--- config.mk ---
export PLATFORM = sky130hd
export DESIGN_NAME = mem_align
export DESIGN_NICKNAME = d
export VERILOG_FILES = /design/src/rtl/mem_align_pkg.sv /design/src/rtl/ld_ext.sv /design/src/rtl/mem_align.sv
export SDC_FILE = /design/constraint.sdc
export NUM_CORES = 1
export LEC_CHECK = 0
export ABC_AREA = 1
export CORE_UTILIZATION = 46
export CTS_BUF_LIST = sky130_fd_sc_hd__clkbuf_8
export DETAILED_ROUTE_END_ITERATION = 12
export PLACE_DENSITY_LB_ADDON = 0.15
export SYNTH_ARGS = -nofsm -noshare
export SYNTH_HDL_FRONTEND = slang
export SYNTH_HIERARCHICAL = 1
export SYNTH_SLANG_ARGS = --single-unit
--- constraint.sdc ---
create_clock -name clk -period 4.2 [get_ports clk]
set_input_delay 0.84 -clock clk [delete_from_list [all_inputs] [get_ports clk]]
set_output_delay 0.84 -clock clk [all_outputs]
set_load 0.02 [all_outputs]
--- src/rtl/mem_align_pkg.sv ---
// Shared types for mem_align: size encodings, byte-lane enables, pipeline-stage record.
// Also holds the pure lane-mapping helpers used by the request stage.
package mem_align_pkg;

    typedef enum logic [1:0] {
        SZ_BYTE = 2'b00,
        SZ_HALF = 2'b01,
        SZ_WORD = 2'b10,
        SZ_ILL  = 2'b11
    } size_e;

    localparam logic [3:0] BE_NONE = 4'b0000;
    localparam logic [3:0] BE_BYTE = 4'b0001;
    localparam logic [3:0] BE_HALF = 4'b0011;
    localparam logic [3:0] BE_WORD = 4'b1111;

    typedef struct packed {
        logic       vld;
        logic       we;
        size_e      size;
        logic       sgn;
        logic [1:0] off;
    } stage_t;

    function automatic logic is_legal(input size_e size, input logic [1:0] off);
        case (size)
            SZ_BYTE: return 1'b1;
            SZ_HALF: return ~off[0];
            SZ_WORD: return (off == 2'b00);
            default: return 1'b0;
        endcase
    endfunction

    function automatic logic [3:0] lane_be(input size_e size, input logic [1:0] off);
        case (size)
            SZ_BYTE: return BE_BYTE << off;
            SZ_HALF: return BE_HALF << {off[1], 1'b0};
            SZ_WORD: return BE_WORD;
            default: return BE_NONE;
        endcase
    endfunction

    function automatic logic [31:0] lane_wdata(input size_e size, input logic [1:0] off,
                                               input logic [31:0] d);
        case (size)
            SZ_BYTE: return {24'd0, d[7:0]} << {off, 3'b000};
            SZ_HALF: return {16'd0, d[15:0]} << {off[1], 4'b0000};
            default: return d;
        endcase
    endfunction

endpackage

--- src/rtl/ld_ext.sv ---
// Load extractor: picks the addressed lane(s) of a read word and sign/zero-extends them.
// Purely combinational; sits between the memory-stage registers and the response register.
module ld_ext
    import mem_align_pkg::*;
(
    input  size_e       size_i,
    input  logic        sgn_i,
    input  logic [1:0]  off_i,
    input  logic [31:0] rdata_i,
    output logic [31:0] data_o
);

    logic [7:0]  byte_v;
    logic [15:0] half_v;

    always_comb begin
        byte_v = rdata_i[{off_i, 3'b000} +: 8];
        half_v = rdata_i[{off_i[1], 4'b0000} +: 16];
        data_o = rdata_i;
        case (size_i)
            SZ_BYTE: data_o = {{24{sgn_i & byte_v[7]}}, byte_v};
            SZ_HALF: data_o = {{16{sgn_i & half_v[15]}}, half_v};
            default: data_o = rdata_i;
        endcase
    end

endmodule

--- src/rtl/mem_align.sv ---
// Byte/half/word load-store aligner: request -> memory strobes next cycle -> response 3 cycles after request.
// Accepts one request per cycle with no backpressure; responses return in request order.
module mem_align
    import mem_align_pkg::*;
#(
    parameter int ADDR_W = 32
) (
    input  logic              clk,
    input  logic              reset,
    input  logic              req_valid,
    input  logic              req_we,
    input  logic [1:0]        req_size,
    input  logic              req_signed,
    input  logic [ADDR_W-1:0] req_addr,
    input  logic [31:0]       req_wdata,
    output logic              mem_en,
    output logic              mem_we,
    output logic [ADDR_W-1:0] mem_addr,
    output logic [3:0]        mem_be,
    output logic [31:0]       mem_wdata,
    input  logic [31:0]       mem_rdata,
    output logic              err,
    output logic              rsp_valid,
    output logic [31:0]       rsp_data
);

    size_e             req_sz;
    logic              req_ok;
    stage_t            s1_d, s1_q, s2_d, s2_q;
    logic              mem_en_d, mem_en_q, mem_we_d, mem_we_q, err_d, err_q;
    logic [3:0]        mem_be_d, mem_be_q;
    logic [ADDR_W-1:0] mem_addr_d, mem_addr_q;
    logic [31:0]       mem_wdata_d, mem_wdata_q;
    logic              rsp_valid_d, rsp_valid_q;
    logic [31:0]       rsp_data_d, rsp_data_q, ld_data;

    always_comb begin
        req_sz      = size_e'(req_size);
        req_ok      = req_valid & is_legal(req_sz, req_addr[1:0]);

        s1_d.vld    = req_valid;
        s1_d.we     = req_we;
        s1_d.size   = req_sz;
        s1_d.sgn    = req_signed;
        s1_d.off    = req_addr[1:0];

        mem_en_d    = req_ok;
        mem_we_d    = req_ok & req_we;
        mem_be_d    = req_ok ? lane_be(req_sz, req_addr[1:0]) : BE_NONE;
        err_d       = req_valid & ~req_ok;
        mem_addr_d  = req_ok ? {req_addr[ADDR_W-1:2], 2'b00} : mem_addr_q;
        mem_wdata_d = (req_ok & req_we) ? lane_wdata(req_sz, req_addr[1:0], req_wdata)
                                        : mem_wdata_q;

        // Only legal loads continue past the memory stage; stores and errors drain here.
        s2_d        = s1_q;
        s2_d.vld    = s1_q.vld & ~s1_q.we & is_legal(s1_q.size, s1_q.off);

        rsp_valid_d = s2_q.vld & ~s2_q.we;
        rsp_data_d  = rsp_valid_d ? ld_data : rsp_data_q;
    end

    ld_ext u_ld_ext (
        .size_i  (s2_q.size),
        .sgn_i   (s2_q.sgn),
        .off_i   (s2_q.off),
        .rdata_i (mem_rdata),
        .data_o  (ld_data)
    );

    always_ff @(posedge clk or posedge reset) begin
        if (reset) begin
            s1_q        <= '0;
            s2_q        <= '0;
            mem_en_q    <= 1'b0;
            mem_we_q    <= 1'b0;
            mem_be_q    <= BE_NONE;
            err_q       <= 1'b0;
            mem_addr_q  <= '0;
            mem_wdata_q <= '0;
            rsp_valid_q <= 1'b0;
            rsp_data_q  <= '0;
        end else begin
            s1_q        <= s1_d;
            s2_q        <= s2_d;
            mem_en_q    <= mem_en_d;
            mem_we_q    <= mem_we_d;
            mem_be_q    <= mem_be_d;
            err_q       <= err_d;
            mem_addr_q  <= mem_addr_d;
            mem_wdata_q <= mem_wdata_d;
            rsp_valid_q <= rsp_valid_d;
            rsp_data_q  <= rsp_data_d;
        end
    end

    assign mem_en    = mem_en_q;
    assign mem_we    = mem_we_q;
    assign mem_be    = mem_be_q;
    assign err       = err_q;
    assign mem_addr  = mem_addr_q;
    assign mem_wdata = mem_wdata_q;
    assign rsp_valid = rsp_valid_q;
    assign rsp_data  = rsp_data_q;

endmodule

=== Word-level counts from Yosys, hierarchy flattened ===
Index checks and enable logic that the tools add are counted.

* Equality and inequality tests: 5
* Shift operators: 6
* Mux-type cells: 6
* Bitwise gates (word level): 13
* Reductions and logical operators: 5

{| class="wikitable"
|+ Operators by type and width
! operator !! number
|-
| $pmux 32 s2 || 2
|-
| $shiftx 32x6->16 || 1
|-
| $shiftx 32x6->8 || 1
|-
| $shl 16x5->32 || 1
|-
| $shl 8x5->32 || 1
|-
| $pmux 4 s3 || 1
|-
| $logic_not 2->1 || 5
|-
| $and 1x1->1 || 8
|-
| $eq 2x1->1 const B || 3
|-
| $pmux 1 s3 || 2
|-
| $not 1->1 || 5
|-
| $eq 2x2->1 const B || 2
|-
| $mux 4 || 1
|-
| $shl 1x2->4 const A || 1
|-
| $shl 2x2->4 const A || 1
|}

* Flip-flop bits (word level): 116
* Bits of input ports: 103
* Output and inout port bits: 104
* Logic and storage cells: 53

=== Logic depth before layout (Yosys ltp) ===
* Depth in word-level cells: 5
* Mapped depth: 11
* Depth with buffers taken out: 9

=== Hierarchy ===
The synthesis kept the hierarchy.

{| class="wikitable"
|+ By module, submodules not included
! module !! times used !! cells an instance !! area each (µm²) !! seq. area each (µm²)
|-
| mem_align || 1 || 559 || 4798.4 || 2902.8
|-
| ld_ext || 1 || 158 || 835.8 || 0.0
|}

=== Worst setup path after synthesis ===
Ideal clock, no wire load.

* Path type: input to register
* Start: input port req_size[1]
* End: register mem_wdata_q[0], in the netlist mem_wdata[0]
* Setup time: 0.116 ns
* Data arrival time: 1.546 ns
* Required time: 4.084 ns
* Setup slack: 2.538 ns
* Stages on the path: 7
* Buffers on the path: 1
* Cells stage by stage: buf_4 nor2_4 nand2_1 nand2_2 nor2_1 nand2_1 nand2_1

* Longest elaborated chain between the ends: 4
* Elaborated cells between the ends (all ways): 7
* Classes of those cells: eq/ne: 2; mux: 2; bitwise: 2; reduce/logical: 1

{| class="wikitable"
|+ Ends and longest elaborated chain
! what !! RTL line !! text
|-
| start, declared || mem_align.sv:12 || <nowiki>input logic [1:0] req_size,</nowiki>
|-
| $eq 2x2->1 (tied with other cells) || mem_align_pkg.sv:26 || <nowiki>case (size)</nowiki>
|-
| $pmux 1 s3 || mem_align_pkg.sv:26 ||
|-
| $and 1x1->1 || mem_align.sv:39 || <nowiki>req_ok = req_valid & is_legal(req_sz, req_addr[1:0]);</nowiki>
|-
| $and 1x1->1 || mem_align.sv:52 || <nowiki>mem_wdata_d = (req_ok & req_we) ? lane_wdata(req_sz, req_addr[1:0], req_wdata)</nowiki>
|-
| end signal, assigned || mem_align.sv:91 || <nowiki>mem_wdata_q <= mem_wdata_d;</nowiki>
|-
| end, declared || mem_align.sv:33 || <nowiki>logic [31:0] mem_wdata_d, mem_wdata_q;</nowiki>
|}

Several ways; a longest one is shown, not always the timed one.
A chain may end at the register's enable or synchronous reset.

=== Worst setup path after layout ===
* Start: input port req_addr[0]
* End: register mem_wdata_q[5], in the netlist mem_wdata[5]

* Longest elaborated chain between the ends: 4
* Elaborated cells between the ends (all ways): 7
* Classes of those cells: shift: 1; mux: 2; bitwise: 3; reduce/logical: 1

{| class="wikitable"
|+ Ends and longest elaborated chain
! what !! RTL line !! text
|-
| start, declared || mem_align.sv:14 || <nowiki>input logic [ADDR_W-1:0] req_addr,</nowiki>
|-
| branches (longest 4 deep; another with $shl 8x5->32) || - ||
|}

Several ways; the timed one is not identified.

==> results.md <==
- Number of buffers created by CTS: 17
- Synth Instances: 717
- Min-Delay Path Class: reg2reg
- Total half-perimeter wirelength after legalization and detailed placement: 11290 um
- Setup TNS: 0 ps
- Initial antenna violation count: 0
- Area grow syn2layout: 43.50%
- IO Count: around 210
- Distinct cell type count after synthesis: 29
- Most numerous cell on the critical path: sky130_fd_sc_hd__nand2_1
- Commonest cells after routing, fill and taps aside: sky130_fd_sc_hd__nand2_1 (409), sky130_fd_sc_hd__clkdlybuf4s50_1 (204), sky130_fd_sc_hd__dfrtp_1 (116), sky130_fd_sc_hd__nand3_1 (46), sky130_fd_sc_hd__nand3_2 (21)
- Post-synthesis sequential area ratio: about half
- Std-Cell Rows: 40
- Worst path depth: 6
- Biggest cell delay along the critical path: 710 ps
- Overall Global Routing Usage: about 26%
- Startpoint types: input port
- Critical Path RT: about 4500 ps
- Hold slack final: roughly 360 ps
- Cell depth of the worst flop-to-flop path: 9
- CTS sink count: about 120
- Critical-path cell list: clkdlybuf4s50_1 -> o21ai_2 -> nand4_1 -> buf_4 -> nand2_1 -> nand2_1
- Buffers & Inverters on Critical Path: 2
- Final period utilization: 62.26%
- Critical Path Source: req_addr[0]
- Post-synth design cell area: ~0.0056 mm2
- Worst-margin pin slew: roughly 1200 ps
- Outcome: finished clean
- Cts repair resizes: 0
- Clk pin slew, worst setup/hold paths: around 70 ps
- Port Buf Inserts: approximately 200
- CTS tree: done
- Overall routed net length: 15720 um
- Initial core utilization: about 47%
- Period minus WS final: 2615 ps
- Maximum buffer depth of the clock tree: 2
- CP Capture Point: mem_wdata[5]$_DFFE_PP0P_
- Post-layout total power: around 3.6 mW
- Via/cell ratio: 5.135
- Wire length of the first global-routing pass: about 25000 um
- Post-Syn Area per Cell: slightly below 8 um2
- Number of buffers inserted by hold repair at cts: 0
- Final ANT Viol Nets: 0
- Via count of the first global-routing pass: 5239
- Largest fanout on the critical path: 21
- Fraction of layout instances using a drive strength above 1: approximately 9%
- Routability congestion estimate from global placement: 0.8892
- Top cell family by delay on the critical path: buffers and inverters
- Number of maximum-capacitance violations: 0
- Setup fix buffers added after clock tree synthesis: 0
- CP arrival: about 2900 ps
- Number of synthesized register bits: between 100 and 150
- Worst Clk Skew: approximately 10 ps
- Critical path capture point type: register
- Die X-Extent: about 110 um
- Antenna fix cells: 0
- DRC errors left: 0
- Number of search-and-repair iterations in the first detailed-routing pass: 7
- RSZ-0062 raised after global routing: no
- Maximum number of pins on one net before global-route repair: between 40 and 50
- Yosys synthesis warning count: 6
- Reg2reg end: rsp_data[30]$_DFFE_PP0P_
- Most common cell after layout, fill and taps aside: sky130_fd_sc_hd__nand2_1
- Worst path slowest cell: sky130_fd_sc_hd__clkdlybuf4s50_1
- DRC marker count from the first detailed-route iteration: ~420
- Power density cells: approximately 440 mW/mm2
- Area of the die: between 0.01 and 0.015 mm2
- Peak clock frequency supported by timing: about 380 MHz
- Via Count: about 5500
- Final-report setup violation count: 0
- Maximum VDD drop: 0.2132 mV
- Clock root buffer master: sky130_fd_sc_hd__clkbuf_8
- Relative max-transition margin: ~17%
- GR Overflow Total: 0
- Crit path kind: in2reg
- Startpoint of the worst register-to-register path: s2_q[4]$_DFF_PP0_
- Worst-case register-to-register setup slack: between 1500 and 2000 ps
- Worst-Skew Late Latency: about 430 ps
- Chip Height: 112.7 um
- Leak: 4.115 nW
- Wirelength per Cell: 14.72 um
- Core footprint: 0.01196 mm2
- Max-slew violation count: 0
- Number of hold violations in the final report: 0
- Total number of H-tree levels: 4
- Count of nets after finishing: approximately 1000
power by group:
group          total (mW)  switching (mW)  internal [mW]
Combinational        1.10           0.577          0.519
Sequential           1.43           0.121           1.31
Clock                1.03           0.494          0.540
Total                3.56            1.19           2.37
area by class of cell:
cell class / instances / area, um2
Sequential cell: 116 / 2903
Clock buffer: 17 / 234.0
Tap cell: 147 / 183.9
Timing Repair Buffer: 211 / 2095
Multi-Input combinational cell: 542 / 2417
Fill cell: 1011 / 3876
Clock inverter: 15 / 170.2
Inverter: 20 / 82.58
cell usage after synthesis (all sizes together):
library cell  number  area, um2
conb               1      3.750
nand4             17      106.4
inv               20      80.07
o21ai             13      76.33
a21boi             1      7.510
o21a               1      7.510
nor2              18      122.6
nor3               1      5.000
a22oi              1      7.510
buf               29      198.9
clkbuf            11      41.29
a31oi              2      12.51
nand3             68      457.9
a21oi              2      10.01
dfrtp            116       2903
nand2            416       1594
worst min-delay path by stage:
| stage | from | cells after the start | slack, ps | end |
|---|---|---|---|---|
| after floorplan | s1_q[2]$_DFF_PP0_ | 0 | 330 | s2_q[2]$_DFF_PP0_ |
| after global placement | s1_q[2]$_DFF_PP0_ | 0 | 330 | s2_q[2]$_DFF_PP0_ |
| after detailed placement | s1_q[2]$_DFF_PP0_ | 0 | 350 | s2_q[2]$_DFF_PP0_ |
| after CTS | s1_q[2]$_DFF_PP0_ | 0 | 360 | s2_q[2]$_DFF_PP0_ |
| after global routing | s1_q[2]$_DFF_PP0_ | 0 | 380 | s2_q[2]$_DFF_PP0_ |
| final | s1_q[2]$_DFF_PP0_ | 0 | 360 | s2_q[2]$_DFF_PP0_ |
layer usage:
metal | share of wire, % | track usage (%)
met1 | 41 | 31.94
met2 | 49 | 41.81
met3 | 7.5 | 6.371
met4 | 2.4 | 11.56
met5 | 0 | 0
logic make-up (layout without fill, tap and decap cells):
family / Yosys count / in the layout / synth area share (%)
AND/OR/NAND/NOR: 520 / 520 / 40.57
AO/OA/AOI/OAI: 20 / 20 / 2.154
flip-flops: 116 / 116 / 51.52
other: 1 / 2 / 0.06656
buffers and inverters: 60 / 263 / 5.685
flip-flops by register name, summed over array words and instances (netlist names):
signal and count:
mem_wdata 32, rsp_data 32, mem_addr 30, s1_q 7
s2_q 7, mem_be 4, err 1, mem_en 1
mem_we 1, rsp_valid 1
stage by stage:
step	utilization (%)	instance area [um2]	setup WS [ps]	std cells
final	67.59	8085	1585	1068
after global routing	67.59	8085	1452	1068
after CTS	67.59	8085	1616	1068
after detailed placement	64.22	7681	1140	1036
after global placement	64.22	7681	1265	1036
after floorplan	-	5638	287.6	718
Note: power is estimated with default switching activity, not from simulation.
